$ cat config.mk
export PLATFORM = sky130hd
export DESIGN_NAME = mul16_seq
export DESIGN_NICKNAME = d
export VERILOG_FILES = /design/src/rtl/mul16_pkg.sv /design/src/rtl/mul16_seq_add16.sv /design/src/rtl/mul16_seq.sv
export SDC_FILE = /design/constraint.sdc
export NUM_CORES = 1
export LEC_CHECK = 0
export CAP_MARGIN = 10
export CORE_MARGIN = 2
export CORE_UTILIZATION = 30
export CTS_CLUSTER_DIAMETER = 30
export DETAILED_ROUTE_END_ITERATION = 16
export PLACE_DENSITY = 0.61
export SETUP_SLACK_MARGIN = 0.2
export SLEW_MARGIN = 30
export SYNTH_ARGS = -nofsm -noshare
export SYNTH_HDL_FRONTEND = slang
export SYNTH_HIERARCHICAL = 1
export SYNTH_SLANG_ARGS = --single-unit
export TNS_END_PERCENT = 30
$ cat constraint.sdc
create_clock -name clk -period 3.1 [get_ports clk]
set_input_delay 0.62 -clock clk [delete_from_list [all_inputs] [get_ports clk]]
set_output_delay 0.62 -clock clk [all_outputs]
set_load 0.005 [all_outputs]
$ cat src/rtl/mul16_pkg.sv
// Shared types and sizes for the 16x16 shift-add multiplier.
package mul16_pkg;

    localparam int WIDTH  = 16;
    localparam int STEPS  = 16;
    localparam int STEP_W = $clog2(STEPS);

    typedef enum logic [1:0] {
        IDLE,
        RUN,
        DONE
    } state_t;

endpackage

$ cat src/rtl/mul16_seq_add16.sv
// Plain 16-bit adder used by the multiplier accumulation step; no carry-out port.
module add16
    import mul16_pkg::*;
(
    input  logic [WIDTH-1:0] in1,
    input  logic [WIDTH-1:0] in2,
    output logic [WIDTH-1:0] sum
);

    assign sum = in1 + in2;

endmodule

$ cat src/rtl/mul16_seq.sv
// Sequential 16x16 unsigned shift-add multiplier, one partial product per cycle.
// Optional MUL16_ZERO_SKIP_EN: zero operands bypass RUN and complete immediately.
module mul16_seq
    import mul16_pkg::*;
(
    input  logic                 clk,
    input  logic                 rst,
    input  logic                 in_valid,
    output logic                 in_ready,
    input  logic [WIDTH-1:0]     a,
    input  logic [WIDTH-1:0]     b,
    output logic                 res_valid,
    input  logic                 res_ready,
    output logic [2*WIDTH-1:0]   product,
    output logic                 busy
);

    state_t             state;
    logic [WIDTH-1:0]   mcand;
    logic [WIDTH-1:0]   hi;
    logic [WIDTH-1:0]   lo;
    logic [STEP_W-1:0]  step;
    logic [WIDTH-1:0]   add_in2;
    logic [WIDTH-1:0]   add_sum;
    logic               carry;
    logic               accept;

    assign add_in2 = lo[0] ? mcand : '0;

    add16 u_add (
        .in1 (hi),
        .in2 (add_in2),
        .sum (add_sum)
    );

    // Carry-out recovered from the operand and sum MSBs.
    assign carry = (hi[WIDTH-1] & add_in2[WIDTH-1]) |
                   ((hi[WIDTH-1] ^ add_in2[WIDTH-1]) & ~add_sum[WIDTH-1]);

    assign accept = in_valid && in_ready;

    always_ff @(posedge clk) begin
        if (rst) begin
            state <= IDLE;
            mcand <= '0;
            hi    <= '0;
            lo    <= '0;
            step  <= '0;
        end else begin
            case (state)
                IDLE: begin
                    if (accept) begin
                        mcand <= a;
                        hi    <= '0;
                        step  <= '0;
`ifdef MUL16_ZERO_SKIP_EN
                        if (a == '0 || b == '0) begin
                            lo    <= '0;
                            state <= DONE;
                        end else begin
                            lo    <= b;
                            state <= RUN;
                        end
`else
                        lo    <= b;
                        state <= RUN;
`endif
                    end
                end
                RUN: begin
                    hi   <= {carry, add_sum[WIDTH-1:1]};
                    lo   <= {add_sum[0], lo[WIDTH-1:1]};
                    step <= step + 1'b1;
                    if (step == STEP_W'(STEPS - 1)) begin
                        state <= DONE;
                    end
                end
                DONE: begin
                    if (res_ready) begin
                        state <= IDLE;
                    end
                end
                default: state <= IDLE;
            endcase
        end
    end

    // Outputs are forced inactive for as long as rst is held.
    assign in_ready  = (state == IDLE) && !rst;
    assign res_valid = (state == DONE) && !rst;
    assign busy      = ((state == RUN) || (state == DONE)) && !rst;
    assign product   = res_valid ? {hi, lo} : '0;

endmodule

==> impl_metrics.ini, run 1 <==
[floorplanning]
design.portCount = 71
start_util_pct = 30.4
die-height_um = 111
die_w_um = 111
total_die_area_sq_mm = 0.0123
design.core.area_sq_mm = 0.0113
placementRows = 39

[logic_synthesis]
synth_largest_type_area_fraction_pct = 31.5
ys_dominant_reg_cell = sky130_fd_sc_hd__dfxtp_1
ys.warnings.count = 6
dominant_combinational_cell_family_by_area_after_synthesis = simple AND/OR/NAND/NOR gates
synth-xor-area-share_pct = 3.06
synth_largest_area_cell = sky130_fd_sc_hd__dfxtp_1
netlist_area_sq_mm = 0.00343
synth_compound_area_share_pct = 18.4
synth_net_count = 463
synth_simple_gate_area_share_pct = 28.2
synth_enable_flop_cells = 0
post_synth_fa_ha_maj_area_fraction_pct = 8.24
ys_seq_elements = 54
synth-seq-area-share_pct = 31.5
synth_cell_types = 52
netlist_top_cells_area = sky130_fd_sc_hd__dfxtp_1 (31%), sky130_fd_sc_hd__and2_1 (8.9%), sky130_fd_sc_hd__ha_1 (7.7%)
syn-mean-instance-area_sq_um = 8.47
muxShareOfSynthArea_pct = 5.25
async_flop_share_pct = 0
post_synth_inst_count = 405

[route]
routed-wl-met2_um = 4000
initialDrtViolationCount = 192
drt_pass1_iterations = 4
drt-met1-wl_um = 3970
routed_wl_um = 8230
wl_per_cell_um = 13.5
via_per_inst = 4.93
maxUsedRoutingLayer = met4
drcViolationCount = 0
num_vias = 2998
detailroute.wirelength.met3_um = 177
final_antenna_net_count = 0

[hold_path]
min_path_cells = 2
hp-start = mcand[8]
holdPathEnd = mcand[8]
worst_hold_path_type = reg2reg

[layout]
multi_input_area_sq_mm = 0.00217
final_common_cell = sky130_fd_sc_hd__clkdlybuf4s50_1
layout_common_cells = sky130_fd_sc_hd__clkdlybuf4s50_1 (69), sky130_fd_sc_hd__dfxtp_1 (54), sky130_fd_sc_hd__and2_1 (49), sky130_fd_sc_hd__nor2_1 (40), sky130_fd_sc_hd__nand2_1 (40)
post-route-util_pct = 38.8
fillers = 1128
final_net_count = 523
regArea_sq_mm = 0.00108
drive_gt1_share_pct = 6.02
synthToLayoutAreaGrowth_pct = 27.5
antenna_cells = 0

[grt]
grt_start_max_net_pins = 31
grt_antenna_before_repair = 0
grt_pass1_wl_um = 14000
grt_remaining_overflow = 0
via_count_of_the_first_global_routing_pass = 2915
grtUsageTotal_pct = 13.5

[sta]
final_max_slew_violation_count = 0
hold_viol = 0
achievable-frequency_mhz = 380
whs_ps = 469
final_cycle_utilization_of_the_critical_path_pct = 85.0
timing.slew.headroom_pct = 39.7
layout_min_cycle_time_ps = 2630
final.setup.tns_ps = 0
worst_slew_pin_slew_ps = 904
grt_setup_unrepaired = false
finalSetupViolations = 0
clock-skew-final_ps = 4.60
layout_setup_ws_ps = 466

[pwr]
worst_ir_drop_vdd_v = 0.000295
seq_power_share_pct = 39.7
combPwrFrac_pct = 36.3
p_int_mw = 1.50
power.static_leakage_nw = 1.76
power_switching_share_pct = 35.5
power_per_cell_area_mw_per_mm2 = 530
psw_mw = 0.823
design_power_total_mw = 2.32
clkPwrFrac_pct = 24.0

[cts]
htree_levels = 2
number_of_setup_buffers_added_after_cts = 0
clock_tree.buffer_depth = 2
clock_sinks = 54
cts_resized = 0
insertion_delay_ps = 290
cts_buffers = 5
cts_root_buffer = sky130_fd_sc_hd__clkbuf_16
tritoncts = built
cts.reportedPaths.clkPinSlew_ps = 70
cts-hold-fix-buffers = 0

[status]
outcome = completed

[critical_path]
worstPathBufferInverterCount = 0
r2r.worst_path.cells = 10
critPathTopFamily = compound AO/OA/AOI/OAI gates
crit_slowest_cell = sky130_fd_sc_hd__fa_1
critical_path_depth = 10
setup.worst_path.class = reg2reg
critical_path.max_fanout = 6
worstSetupStartpointType = flop
r2r_setup_slk_ps = 470
timing.critical_path.required_ps = 3320
cp_slowest_stage_delay_ps = 450
r2r_end = hi[13]
cp.arrival_ps = 2860
r2r-start = lo[0]
crit_chain = and2_1, ha_1, fa_1, a21oi_4, o221ai_4, a31oi_4, or4b_1, o311ai_1, a22oi_1, nor2_1
endpoint_kind = flop

[placed_design]
gpl.final_weighted_congestion = 0.866
dp_slack_ps = 474
io_buffer_count = 70
place.detailed.hpwl_um = 6200

[flow_run]
timing.max_cap.violations = 0
[synthesized netlist by cell type (all sizes together) (2+ instances only)]
cell type  instances
xnor2              5
mux2i             18
nand3              5
a31oi              2
and3               2
nand2             40
nor4               2
a211oi            18
inv               11
nand4              2
a21oi             13
dfxtp             54
nand3b            18
nor2              40
nor2b              7
o211ai             2
buf               11
clkbuf            15
o21ai             11
a221oi             3
nand2b             3
o311ai             3
nor3               8
a21o               3
ha                21
or4b               2
a22oi             16
o21a               2
xor2               7
and2              50
[power by group through the flow]
stage | Sequential [mW] | Clock (mW) | Combinational [mW]
CTS | 0.922 | 0.570 | 0.852
finish | 0.921 | 0.558 | 0.842
floorplan | 0.911 | 0 | 0.639
global route | 0.943 | 0.600 | 0.941
detailed placement | 0.937 | 0 | 0.847
global placement | 0.931 | 0 | 0.828
[final cells by class]
cell class / instances / share of cell area [%]
Clock buffer: 5 / 2.86
Timing Repair Buffer: 79 / 17.4
Clock inverter: 2 / 0.315
Inverter: 11 / 0.944
Multi-Input combinational cell: 314 / 49.6
Sequential cell: 54 / 24.7
Tap cell: 143 / 4.09
[cell families (layout without fill, tap and decap cells)]
logic type | after synthesis | in the layout
buffers and inverters | 37 | 97
adders and majority gates | 22 | 22
AOI/OAI and AO/OA | 79 | 79
muxes | 18 | 18
xor gates and xnor gates | 12 | 12
and+or+nand+nor | 183 | 183
DFF | 54 | 54
[worst max path at each step]
| stage | startpoint | endpoint | slack [ps] |
|---|---|---|---|
| after floorplan | lo[0] | hi[13] | 650 |
| after global placement | lo[0] | hi[13] | 530 |
| after detailed placement | lo[0] | hi[13] | 470 |
| after CTS | lo[0] | hi[13] | 460 |
| after global routing | lo[0] | hi[15] | 250 |
| final | lo[0] | hi[13] | 470 |
[stage by stage]
step | cell area, sq um | cells
global route | 4380 | 608
floorplan | 3430 | 405
global placement | 4240 | 601
finish | 4380 | 608
detailed placement | 4240 | 601
CTS | 4380 | 608
[registers in the layout (all words and copies together), names as in the netlist]
register	count
hi	16
lo	16
mcand	16
state	2
step	4
[worst register-to-register path: stages, from the launching register on]
cell,delay (ps)
sky130_fd_sc_hd__dfxtp_1,350
sky130_fd_sc_hd__and2_1,170
sky130_fd_sc_hd__ha_1,220
sky130_fd_sc_hd__fa_1,450
sky130_fd_sc_hd__a21oi_4,210
sky130_fd_sc_hd__o221ai_4,170
sky130_fd_sc_hd__a31oi_4,230
sky130_fd_sc_hd__or4b_1,440
sky130_fd_sc_hd__o311ai_1,100
sky130_fd_sc_hd__a22oi_1,100
sky130_fd_sc_hd__nor2_1,130
[layer usage]
layer	vias to the layer above	global-route usage, %
met4	0	3.67
li1	1534	-
met1	1417	18.3
met3	5	1.42
met5	-	0
met2	42	22.8
Note: power is estimated with default switching activity, not from simulation.
==> inputs of run 2 (changes only) <==
PLACE_DENSITY = 0.62   (was 0.61)
clock period = 2.3 ns   (was 3.1 ns; I/O delays follow)
==> run 2 against run 1 <==
The run now ends with negative setup slack left. Combinational power is 71% higher. Utilization is 5.6 points higher. Largest cell class unchanged. Cell area is 15% higher. Sequential share of layout area is 3.0 points lower. Non-clock buffer count is 42 higher. Worst hold slack hardly changed. Maximum frequency is 9.5% higher. Critical path type unchanged. Worst setup slack worse by 570 ps. Global-route usage is 1.4 points higher. Register-to-register slack worse by 570 ps. Sequential power is 38% higher.
==> impl_metrics.ini, run 2 (same netlist as run 1, synthesis figures left out) <==
[sta]
final_max_slew_violation_count = 0
worst_slew_pin_slew_ps = 744
hold_viol = 0
grt_setup_unrepaired = true
clock-skew-final_ps = 6.25
whs_ps = 468
layout_min_cycle_time_ps = 2400
final_cycle_utilization_of_the_critical_path_pct = 105
finalSetupViolations = 4
achievable-frequency_mhz = 416
layout_setup_ws_ps = -105
timing.slew.headroom_pct = 50.2

[floorplanning]
placementRows = 39
design.core.area_sq_mm = 0.0113
die_w_um = 111
start_util_pct = 30.4
total_die_area_sq_mm = 0.0123
design.portCount = 71
die-height_um = 111

[grt]
grt_start_max_net_pins = 36
grt_remaining_overflow = 0
grt_pass1_wl_um = 15200
grt_antenna_before_repair = 0
via_count_of_the_first_global_routing_pass = 3146
grtUsageTotal_pct = 14.9

[critical_path]
setup.worst_path.class = reg2reg
r2r.worst_path.cells = 10
endpoint_kind = flop
cp.arrival_ps = 2640
critical_path.max_fanout = 7
timing.critical_path.required_ps = 2530
worstSetupStartpointType = flop

[cts]
cts-hold-fix-buffers = 0
cts_buffers = 5
insertion_delay_ps = 290
clock_sinks = 54
clock_tree.buffer_depth = 2
tritoncts = built
cts.reportedPaths.clkPinSlew_ps = 70
htree_levels = 2
cts_root_buffer = sky130_fd_sc_hd__clkbuf_16

[layout]
biggestRegsByFlops = hi: 16 flops, lo: 16 flops, mcand: 16 flops
design_area_sq_mm = 0.00501
layout_common_cells = sky130_fd_sc_hd__dfxtp_1 (51), sky130_fd_sc_hd__buf_4 (42), sky130_fd_sc_hd__nor2_1 (39), sky130_fd_sc_hd__nand2_1 (37), sky130_fd_sc_hd__clkdlybuf4s50_1 (35)
synthToLayoutAreaGrowth_pct = 46.0
layoutNonFillerInstCount = 651
antenna_cells = 0
final_net_count = 565
drive_gt1_share_pct = 31.7
final_common_cell = sky130_fd_sc_hd__dfxtp_1
fillers = 1073

[placed_design]
gpl.final_weighted_congestion = 0.850
io_buffer_count = 70
place.detailed.hpwl_um = 6520
placed_cells_incl_taps = 626
post_dp_cell_area_sq_mm = 0.00444

[pwr]
power_per_cell_area_mw_per_mm2 = 700
power.static_leakage_nw = 2.13
worst_ir_drop_vdd_v = 0.000559

[route]
initialDrtViolationCount = 135
wl_per_cell_um = 14.8
drcViolationCount = 0
drt_pass1_iterations = 4
final_antenna_net_count = 0
routed_wl_um = 9620
via_per_inst = 4.95
num_vias = 3224

[flow_run]
timing.max_cap.violations = 0

[status]
failed_checks = negative setup slack
outcome = finished with violations

[hold_path]
min_path_cells = 2
worst_hold_path_type = reg2reg
## run 2: area by class of cell
cell class / instances / area [sq um] / share of cell area, %
well taps: 143 / 179 / 3.57
clock inverters: 2 / 12.5 / 0.250
multi-input cells: 314 / 2520 / 50.4
repair buffers: 121 / 1020 / 20.3
flip-flops and latches: 54 / 1090 / 21.7
clock buffers: 6 / 139 / 2.77
inverters: 11 / 47.5 / 0.949
## run 2: path summary, 6_finish.rpt
path / start / to / slack (ps)
worst max register to register: lo[0] / hi[13] / -100
worst max-delay path: lo[0] / hi[13] / -100
worst min-delay path: mcand[11] / mcand[11] / 470
worst min register to register: mcand[11] / mcand[11] / 470
## run 2: per-layer routing
layer	global-route usage [%]	up-vias	part of all wire (%)
li1	-	1630	-
met4	5.17	0	1.6
met2	24.8	47	50
met3	2.13	11	2.1
met5	0	-	0
met1	19.6	1536	46
## run 2: worst max-delay path: stages (launching register included)
cell and delay, ps:
sky130_fd_sc_hd__dfxtp_4 370, sky130_fd_sc_hd__and2_4 140, sky130_fd_sc_hd__ha_4 150, sky130_fd_sc_hd__fa_2 370, sky130_fd_sc_hd__a21oi_4 170, sky130_fd_sc_hd__o221ai_4 130, sky130_fd_sc_hd__a31oi_4 220, sky130_fd_sc_hd__or4b_4 490
sky130_fd_sc_hd__o311ai_2 100, sky130_fd_sc_hd__a22oi_1 100, sky130_fd_sc_hd__nor2_1 120
## run 2: where the power goes
group	leakage [nW]	total [mW]	internal, mW	switching [mW]
clock	0.0729	0.790	0.433	0.358
combinational	1.62	1.44	0.697	0.746
sequential	0.443	1.27	1.13	0.140
## run 2: stage by stage
step                      util (%)  setup WS [ps]  setup TNS [ps]  total power, mW
after floorplan                  -           9.74               0             2.09
final                         44.5           -105            -194             3.51
after CTS                     42.1           -101            -224             3.40
after global placement        39.3          -62.6           -62.6             2.43
after detailed placement      39.4           -105            -227             2.47
after global routing          44.5           -189            -925             3.74
## run 2: repair_timing
item / 4_1_cts / 5_1_grt
endpoints found under the setup margin: 45 / 44
pin swaps: 14 / 28
setup buffers: 5 / 10
gates cloned: 2 / 0
gates resized for setup: 116 / 82
hold endpoints to repair: 0 / 0
